[src/rtl/pipe_reg_file_if.sv]
// Bus bundle for pipe_reg_file: read ports, primary/auxiliary write ports,
// scoreboard reserve/flush controls and status outputs.
interface pipe_reg_file_if #(
  parameter int unsigned REG_BITS = 4,
  parameter int unsigned DATA_W   = 16
);
  logic [REG_BITS-1:0] rd1_addr;
  logic [REG_BITS-1:0] rd2_addr;
  logic [DATA_W-1:0]   rd1_data;
  logic [DATA_W-1:0]   rd2_data;
  logic                rd1_busy;
  logic                rd2_busy;
  logic [DATA_W-1:0]   aux_rd_data;
  logic                wr_en;
  logic [REG_BITS-1:0] wr_addr;
  logic [DATA_W-1:0]   wr_data;
  logic                aux_wr_en;
  logic [DATA_W-1:0]   aux_wr_data;
  logic                rsv_en;
  logic [REG_BITS-1:0] rsv_addr;
  logic                flush;
  logic                busy_any;

  modport master (
    output rd1_addr, rd2_addr, wr_en, wr_addr, wr_data,
           aux_wr_en, aux_wr_data, rsv_en, rsv_addr, flush,
    input  rd1_data, rd2_data, rd1_busy, rd2_busy, aux_rd_data, busy_any
  );

  modport slave (
    input  rd1_addr, rd2_addr, wr_en, wr_addr, wr_data,
           aux_wr_en, aux_wr_data, rsv_en, rsv_addr, flush,
    output rd1_data, rd2_data, rd1_busy, rd2_busy, aux_rd_data, busy_any
  );
endinterface

[src/rtl/pipe_reg_file.sv]
// Register file with per-register busy scoreboard and an auxiliary write port.
// Define REGFILE_BYPASS_EN to forward same-cycle write data to the read ports.
module pipe_reg_file #(
  parameter int unsigned REG_BITS = 4,
  parameter int unsigned DATA_W   = 16,
  parameter int unsigned AUX_REG  = 0
) (
  input logic          clk,
  input logic          rst,
  pipe_reg_file_if.slave bus
);
  localparam int unsigned REG_CNT = 2 ** REG_BITS;
  localparam logic [REG_BITS-1:0] AUX_IDX = REG_BITS'(AUX_REG);

  logic [DATA_W-1:0]  regs_q [REG_CNT];
  logic [DATA_W-1:0]  regs_d [REG_CNT];
  logic [REG_CNT-1:0] busy_q;
  logic [REG_CNT-1:0] busy_d;
  logic               wr_ok;
  logic               aux_ok;
  logic               rsv_ok;
  logic               flush_ok;

  // Gating by rst keeps the bypass path from leaking writes during reset.
  assign wr_ok    = bus.wr_en     & rst;
  assign aux_ok   = bus.aux_wr_en & rst;
  assign rsv_ok   = bus.rsv_en    & rst;
  assign flush_ok = bus.flush     & rst;

  // Aux applied first so the primary port overwrites on an address collision;
  // reserve after clears, flush last, giving the required priorities.
  always_comb begin
    regs_d = regs_q;
    busy_d = busy_q;
    if (aux_ok) begin
      regs_d[AUX_IDX] = bus.aux_wr_data;
      busy_d[AUX_IDX] = 1'b0;
    end
    if (wr_ok) begin
      regs_d[bus.wr_addr] = bus.wr_data;
      busy_d[bus.wr_addr] = 1'b0;
    end
    if (rsv_ok) begin
      busy_d[bus.rsv_addr] = 1'b1;
    end
    if (flush_ok) begin
      busy_d = '0;
    end
  end

  always_ff @(posedge clk or negedge rst) begin
    if (!rst) begin
      regs_q <= '{default: '0};
      busy_q <= '0;
    end else begin
      regs_q <= regs_d;
      busy_q <= busy_d;
    end
  end

`ifdef REGFILE_BYPASS_EN
  assign bus.rd1_data    = regs_d[bus.rd1_addr];
  assign bus.rd2_data    = regs_d[bus.rd2_addr];
  assign bus.aux_rd_data = regs_d[AUX_IDX];
`else
  assign bus.rd1_data    = regs_q[bus.rd1_addr];
  assign bus.rd2_data    = regs_q[bus.rd2_addr];
  assign bus.aux_rd_data = regs_q[AUX_IDX];
`endif

  assign bus.rd1_busy = busy_q[bus.rd1_addr];
  assign bus.rd2_busy = busy_q[bus.rd2_addr];
  assign bus.busy_any = |busy_q;
endmodule

[src/flat_wrapper.sv]
// flat-port wrapper written by rule: the top's interface ports become plain ports
module pipe_reg_file_flat 
#(
  parameter int unsigned REG_BITS = 4,
  parameter int unsigned DATA_W   = 16,
  parameter int unsigned AUX_REG  = 0
)
  (clk, rst, bus_rd1_addr, bus_rd2_addr, bus_wr_en, bus_wr_addr, bus_wr_data, bus_aux_wr_en, bus_aux_wr_data, bus_rsv_en, bus_rsv_addr, bus_flush, bus_rd1_data, bus_rd2_data, bus_rd1_busy, bus_rd2_busy, bus_aux_rd_data, bus_busy_any);
  pipe_reg_file_if #(.REG_BITS(REG_BITS), .DATA_W(DATA_W)) bus_i ();
  input logic clk;
  input logic rst;
  input wire logic [$bits(bus_i.rd1_addr)-1:0] bus_rd1_addr;
  input wire logic [$bits(bus_i.rd2_addr)-1:0] bus_rd2_addr;
  input wire logic [$bits(bus_i.wr_en)-1:0] bus_wr_en;
  input wire logic [$bits(bus_i.wr_addr)-1:0] bus_wr_addr;
  input wire logic [$bits(bus_i.wr_data)-1:0] bus_wr_data;
  input wire logic [$bits(bus_i.aux_wr_en)-1:0] bus_aux_wr_en;
  input wire logic [$bits(bus_i.aux_wr_data)-1:0] bus_aux_wr_data;
  input wire logic [$bits(bus_i.rsv_en)-1:0] bus_rsv_en;
  input wire logic [$bits(bus_i.rsv_addr)-1:0] bus_rsv_addr;
  input wire logic [$bits(bus_i.flush)-1:0] bus_flush;
  output wire logic [$bits(bus_i.rd1_data)-1:0] bus_rd1_data;
  output wire logic [$bits(bus_i.rd2_data)-1:0] bus_rd2_data;
  output wire logic [$bits(bus_i.rd1_busy)-1:0] bus_rd1_busy;
  output wire logic [$bits(bus_i.rd2_busy)-1:0] bus_rd2_busy;
  output wire logic [$bits(bus_i.aux_rd_data)-1:0] bus_aux_rd_data;
  output wire logic [$bits(bus_i.busy_any)-1:0] bus_busy_any;
  assign bus_i.rd1_addr = bus_rd1_addr;
  assign bus_i.rd2_addr = bus_rd2_addr;
  assign bus_i.wr_en = bus_wr_en;
  assign bus_i.wr_addr = bus_wr_addr;
  assign bus_i.wr_data = bus_wr_data;
  assign bus_i.aux_wr_en = bus_aux_wr_en;
  assign bus_i.aux_wr_data = bus_aux_wr_data;
  assign bus_i.rsv_en = bus_rsv_en;
  assign bus_i.rsv_addr = bus_rsv_addr;
  assign bus_i.flush = bus_flush;
  assign bus_rd1_data = bus_i.rd1_data;
  assign bus_rd2_data = bus_i.rd2_data;
  assign bus_rd1_busy = bus_i.rd1_busy;
  assign bus_rd2_busy = bus_i.rd2_busy;
  assign bus_aux_rd_data = bus_i.aux_rd_data;
  assign bus_busy_any = bus_i.busy_any;
  pipe_reg_file #(.REG_BITS(REG_BITS), .DATA_W(DATA_W), .AUX_REG(AUX_REG)) u_core (.clk(clk), .rst(rst), .bus(bus_i));
endmodule
[config.mk]
export PLATFORM = sky130hd
export DESIGN_NAME = pipe_reg_file_flat
export DESIGN_NICKNAME = d
export VERILOG_FILES = /design/src/rtl/pipe_reg_file_if.sv /design/src/rtl/pipe_reg_file.sv /design/src/flat_wrapper.sv
export SDC_FILE = /design/constraint.sdc
export NUM_CORES = 1
export LEC_CHECK = 0
export BUFFER_PORTS_ARGS = -buffer_cell sky130_fd_sc_hd__buf_4
export CORE_AREA = 4 4 197 199
export CTS_CLUSTER_DIAMETER = 50
export DETAILED_ROUTE_END_ITERATION = 6
export DIE_AREA = 0 0 201 203
export GPL_ROUTABILITY_DRIVEN = 0
export GPL_TIMING_DRIVEN = 1
export SYNTH_ARGS = -nofsm -noshare
export SYNTH_HDL_FRONTEND = slang
export SYNTH_SLANG_ARGS = --single-unit
[constraint.sdc]
create_clock -name clk -period 3.1 [get_ports clk]
set_clock_uncertainty 0.2 [all_clocks]
set_input_delay 0.155 -clock clk [delete_from_list [all_inputs] [get_ports clk]]
set_output_delay 0.155 -clock clk [all_outputs]
set_load 0.02 [all_outputs]
# Word-level counts from Yosys, hierarchy flattened
# Cells that the tools add are included.
[op_classes]
n_reduce_logical = 4
n_bitwise = 10
n_lt_le_gt_ge = 10
mux = 23
[op_table]
columns = ["operator", "count"]
rows = [
  ["256-bit bitwise mux", 1],
  ["256-bit two-way mux", 1],
  ["16-bit two-way mux", 9],
  ["16-bit binary-select mux with 4-bit select", 2],
  ["16-bit demux with 4-bit select", 1],
  ["4-bit by 5-bit less-than comparator with 1-bit output, second input constant", 4],
  ["16-bit bitwise AND", 1],
  ["16-bit NOT", 1],
  ["16-bit OR", 1],
  ["16-bit OR reduction", 1],
  ["5-bit greater-or-equal comparator, second input constant", 3],
  ["4-bit NOT with 5-bit output", 3],
  ["1-bit binary-select mux with 4-bit select", 2],
  ["1-bit demux with 4-bit select", 2],
  ["4-bit by 1-bit greater-or-equal comparator with 1-bit output, second input constant", 2],
  ["5-bit by 1-bit less-than comparator with 1-bit output, second input constant", 1],
  ["1-bit two-way mux", 5],
  ["1-bit bitwise AND", 4],
  ["1-bit logical AND", 3],
]
[word_totals]
out_inout_bits = 51
in_bits = 54
word_cells = 64
regBits = 272

# Longest topological paths before layout
[depth]
word_depth = 10
mapped_depth = 6
ltp_nobuf = 3

# Worst setup path before layout
# No wires, ideal clock.
[synth_timing]
kind = "input to output"
from = "input port bus_rd1_addr[0]"
to = "output port bus_rd1_data[12]"
required_ns = 2.745
arrival_time_ns = 1.590
slack_ns = 1.155
cell_stages = 6
path_buffers = 3
cell_sequence = "buf_2 -> buf_4 -> buf_2 -> mux4_2 -> a22oi_1 -> nand2_1"
[synth_between]
elab_chain_cells = 4
[synth_lines]
columns = ["item", "line_no", "source"]
rows = [
  ["start: declaration", "flat_wrapper.sv:12", "input wire logic [$bits(bus_i.rd1_addr)-1:0] bus_rd1_addr;"],
  ["4-bit NOT with 5-bit output (implied by the code)", "pipe_reg_file.sv:66", "assign bus.rd1_data = regs_q[bus.rd1_addr];"],
  ["16-bit binary-select mux with 4-bit select", "pipe_reg_file.sv:66", ""],
  ["16-bit two-way mux (implied by the code) (2 in a row)", "pipe_reg_file.sv:66", ""],
  ["end: declaration", "flat_wrapper.sv:22", "output wire logic [$bits(bus_i.rd1_data)-1:0] bus_rd1_data;"],
]
# No other way between the ends. The select of a mux whose other input is x is not followed.

# Worst setup path after layout
[layout_timing]
from = "register u_core.regs_q (netlist bit u_core.bus.aux_rd_data[7])"
to = "output port bus_rd1_data[7]"
[layout_between]
elab_chain_cells = 3
[layout_lines]
columns = ["item", "line_no", "source"]
rows = [
  ["start: declaration", "pipe_reg_file.sv:15", "logic [DATA_W-1:0] regs_q [REG_CNT];"],
  ["start signal: assignment", "pipe_reg_file.sv:56", "regs_q <= regs_d;"],
  ["16-bit binary-select mux with 4-bit select", "pipe_reg_file.sv:66", ""],
  ["16-bit two-way mux (implied by the code) (2 in a row)", "pipe_reg_file.sv:66", ""],
]
# No other way between the ends. The select of a mux whose other input is x is not followed.

==> results.yml <==
synth:
  syn_area_per_cell_um2: 14.6
  ys_warn_count: 0
  synth-compound-area-share_pct: 5.12
  synth_top_family_by_area: "multiplexers"
  synth_edf_count: 0
  netlist_area_um2: 14700
  ys_seq_area_share_pct: 46.3
  synth.distinct_cells: 33
  synth_seq_cells: 272
  synth.area.mux_share_pct: 40.3
  synthAdderAreaFrac_pct: 0
  syn_inst: 1005
  async_flop_share_pct: 100
  synth_xor_area_share_pct: 0
  synthFlopType: "dfrtp_1"
  synth_nets: 1059
  yosys.area_share.simple_pct: 4.19
clock_tree:
  numCtsBuffers: 31
  cts_resized: 0
  path_clk_slew_ns: 0.06
  htreeDepth: 1
  worst_skew_pair.late_latency_ns: 0.55
  cts_buffer_depth: 3
  cts-root-buf: "clkbuf_16"
  postCtsSetupBuffers: 0
  cts_sinks: 272
  cts_tree: "built"
  cts_hold_buf: 59
power:
  pwr-share-seq_pct: 43.5
  p_clk_share_pct: 33.7
  p_int_mw: 7.85
  cellLeakagePower_nw: 7.64
  power_density_nw_per_um2: 618
  comb_power_share_pct: 22.8
  peakVddDrop_uv: 346
  p_sw_mw: 3.03
  sw_frac_of_total_pct: 27.9
  power_mw: 10.9
worst_hold_path:
  worstHoldPathCells: 4
  min_from: "bus_wr_addr[2]"
  min_path_type: "primary input to flop"
  min_to: "u_core.busy_q[7]"
sta:
  worst_slack_ns: 0.572
  holdWs_ns: -0.00546
  period_needed_ns: 2.53
  setup_viol: 0
  setup_tns_ns: 0
  rsz0062_at_grt: "false"
  tightest_slew_ns: 1.01
  finalCritPeriodShare_pct: 81.6
  drv_slew: 0
  fmax_mhz: 396
  hold_viol: 1
  max_slew_margin_pct: 32.8
grt:
  track_usage_pct: 21.6
  antenna_found_initial: 1
  grt_max_degree: 177
  grt_overflow: 0
  grt_pass1_vias: 10600
  grt_pass1_wl_um: 67900
worst_setup_path:
  rr_worst_depth: 3
  r2r_slack_ns: 1.44
  crit_chain: "mux4_2 -> a22oi_1 -> nand2_1 -> buf_4"
  critical_path_class: "flop to primary output"
  cp_max_fo: 4
  cp_slowest_stage_delay_ns: 0.51
  cp.arrival_ns: 2.17
  r2r_start: "u_core.bus.aux_rd_data[3]"
  cp_slowest_cell: "mux4_2"
  start_kind: "flop"
  required_ns: 2.74
  critPathCaptureType: "primary output"
  r2r_end: "u_core.bus.aux_rd_data[3]"
final_layout:
  area_delta_synth_final_pct: 19.8
  final_net_count: 1198
  drive_gt1_share_pct: 51.7
  most-common-layout-cells: "dfrtp_1 (272), mux2_2 (238), buf_4 (149)"
  mostFrequentLayoutCell: "dfrtp_1"
  num-fill-cells: 3236
placed_design:
  hpwl_um: 28000
  pre_cts_slack_ns: 0.836
  port-buffer-count: 104
floorplan:
  die_h_um: 203
  die-width_um: 201
  die-area_um2: 40800
  row_count: 71
  start_util_pct: 39.5
  ios: 105
  core_um2: 37200
flow_run:
  max_cap_viol_count: 0
status:
  outcome: "finished, violations left"
  failed_checks: "negative hold slack"
detailed_routing:
  num_vias: 9924
  drcViolationCount: 0
  drt-initial-drc-count: 948
  drt_first_pass_iters: 7
  avgRoutedWirePerCell_um: 26.9
  routed_wl_um: 44100
  vias_per_cell: 6.05
  ant_nets: 0
==> cell usage after synthesis, types with 3 or more instances <==
cell / n / share of area [%]
or2_1: 6 / 0.26
buf_1: 5 / 0.13
nor2_1: 5 / 0.13
dfrtp_1: 272 / 46
a22oi_1: 68 / 3.5
clkbuf_1: 47 / 1.2
nand2_1: 48 / 1.2
nor2_2: 10 / 0.43
mux2i_1: 16 / 1.1
nand3_1: 18 / 0.61
a21oi_1: 16 / 0.54
nor2b_1: 6 / 0.26
buf_6: 9 / 0.69
buf_2: 26 / 0.88
mux4_2: 136 / 21
o21ai_0: 31 / 1.1
and2_1: 3 / 0.13
buf_4: 23 / 1.2
nor4_1: 4 / 0.17
mux2_2: 238 / 18
==> area by class of cell <==
class                   instances  area, um2  share of cell area, %
multi-input cells             623       7330                   41.6
clock inverters                10        111                  0.632
repair buffers                216       1870                   10.6
clock buffers                  44        905                   5.13
flip-flops and latches        272       6810                   38.6
diodes                          1       2.50                 0.0142
well taps                     474        593                   3.37
==> per-stage QoR <==
stage	instance area [um2]	utilization, %	cells
floorplan	14700	-	1005
global placement	16000	43.0	1526
detailed placement	16000	43.0	1526
CTS	17600	47.3	1639
global route	17600	47.3	1640
finish	17600	47.3	1640
==> how the worst max path moves through the flow <==
| stage | slack (ns) | depth (start not counted) | endpoint | start |
|---|---|---|---|---|
| floorplan | 1.16 | 6 | bus_rd1_data[12] | bus_rd1_addr[0] |
| finish | 0.57 | 4 | bus_rd1_data[7] | u_core.bus.aux_rd_data[7] |
| CTS | 0.57 | 4 | bus_rd1_data[7] | u_core.bus.aux_rd_data[7] |
| global route | 0.53 | 4 | bus_rd1_data[7] | u_core.bus.aux_rd_data[7] |
| global placement | 0.82 | 6 | bus_rd1_data[1] | bus_rd1_addr[0] |
| detailed placement | 0.84 | 6 | flop | rst |
==> power groups by stage <==
stage	clock, mW	combinational (mW)	sequential, mW
after floorplan	0	1.76	4.57
after global placement	0	2.37	4.72
after detailed placement	0	2.41	4.77
after CTS	3.74	2.51	4.71
after global routing	3.90	2.67	4.81
final	3.67	2.48	4.73
==> layer usage <==
layer	wire (um)	GRT usage, %	part of all wire [%]
met5	0	0	0
met4	969	5.24	2.2
met3	2550	2.41	5.8
met2	21300	35.6	48
met1	19300	31.0	44
==> kinds of logic after synthesis <==
group	Yosys count
muxes	392
and+or+nand+nor	115
buffers and inverters	110
AOI/OAI and AO/OA	116
DFF	272
==> worst max-delay path: cells and delay by family, from the launching register on <==
kind	cells	cell delay (ns)
muxes	1	0.51
buffers and inverters	1	0.18
AOI/OAI and AO/OA	1	0.31
and+or+nand+nor	1	0.16
DFF	1	0.45
(Power assumes the default switching activity.)
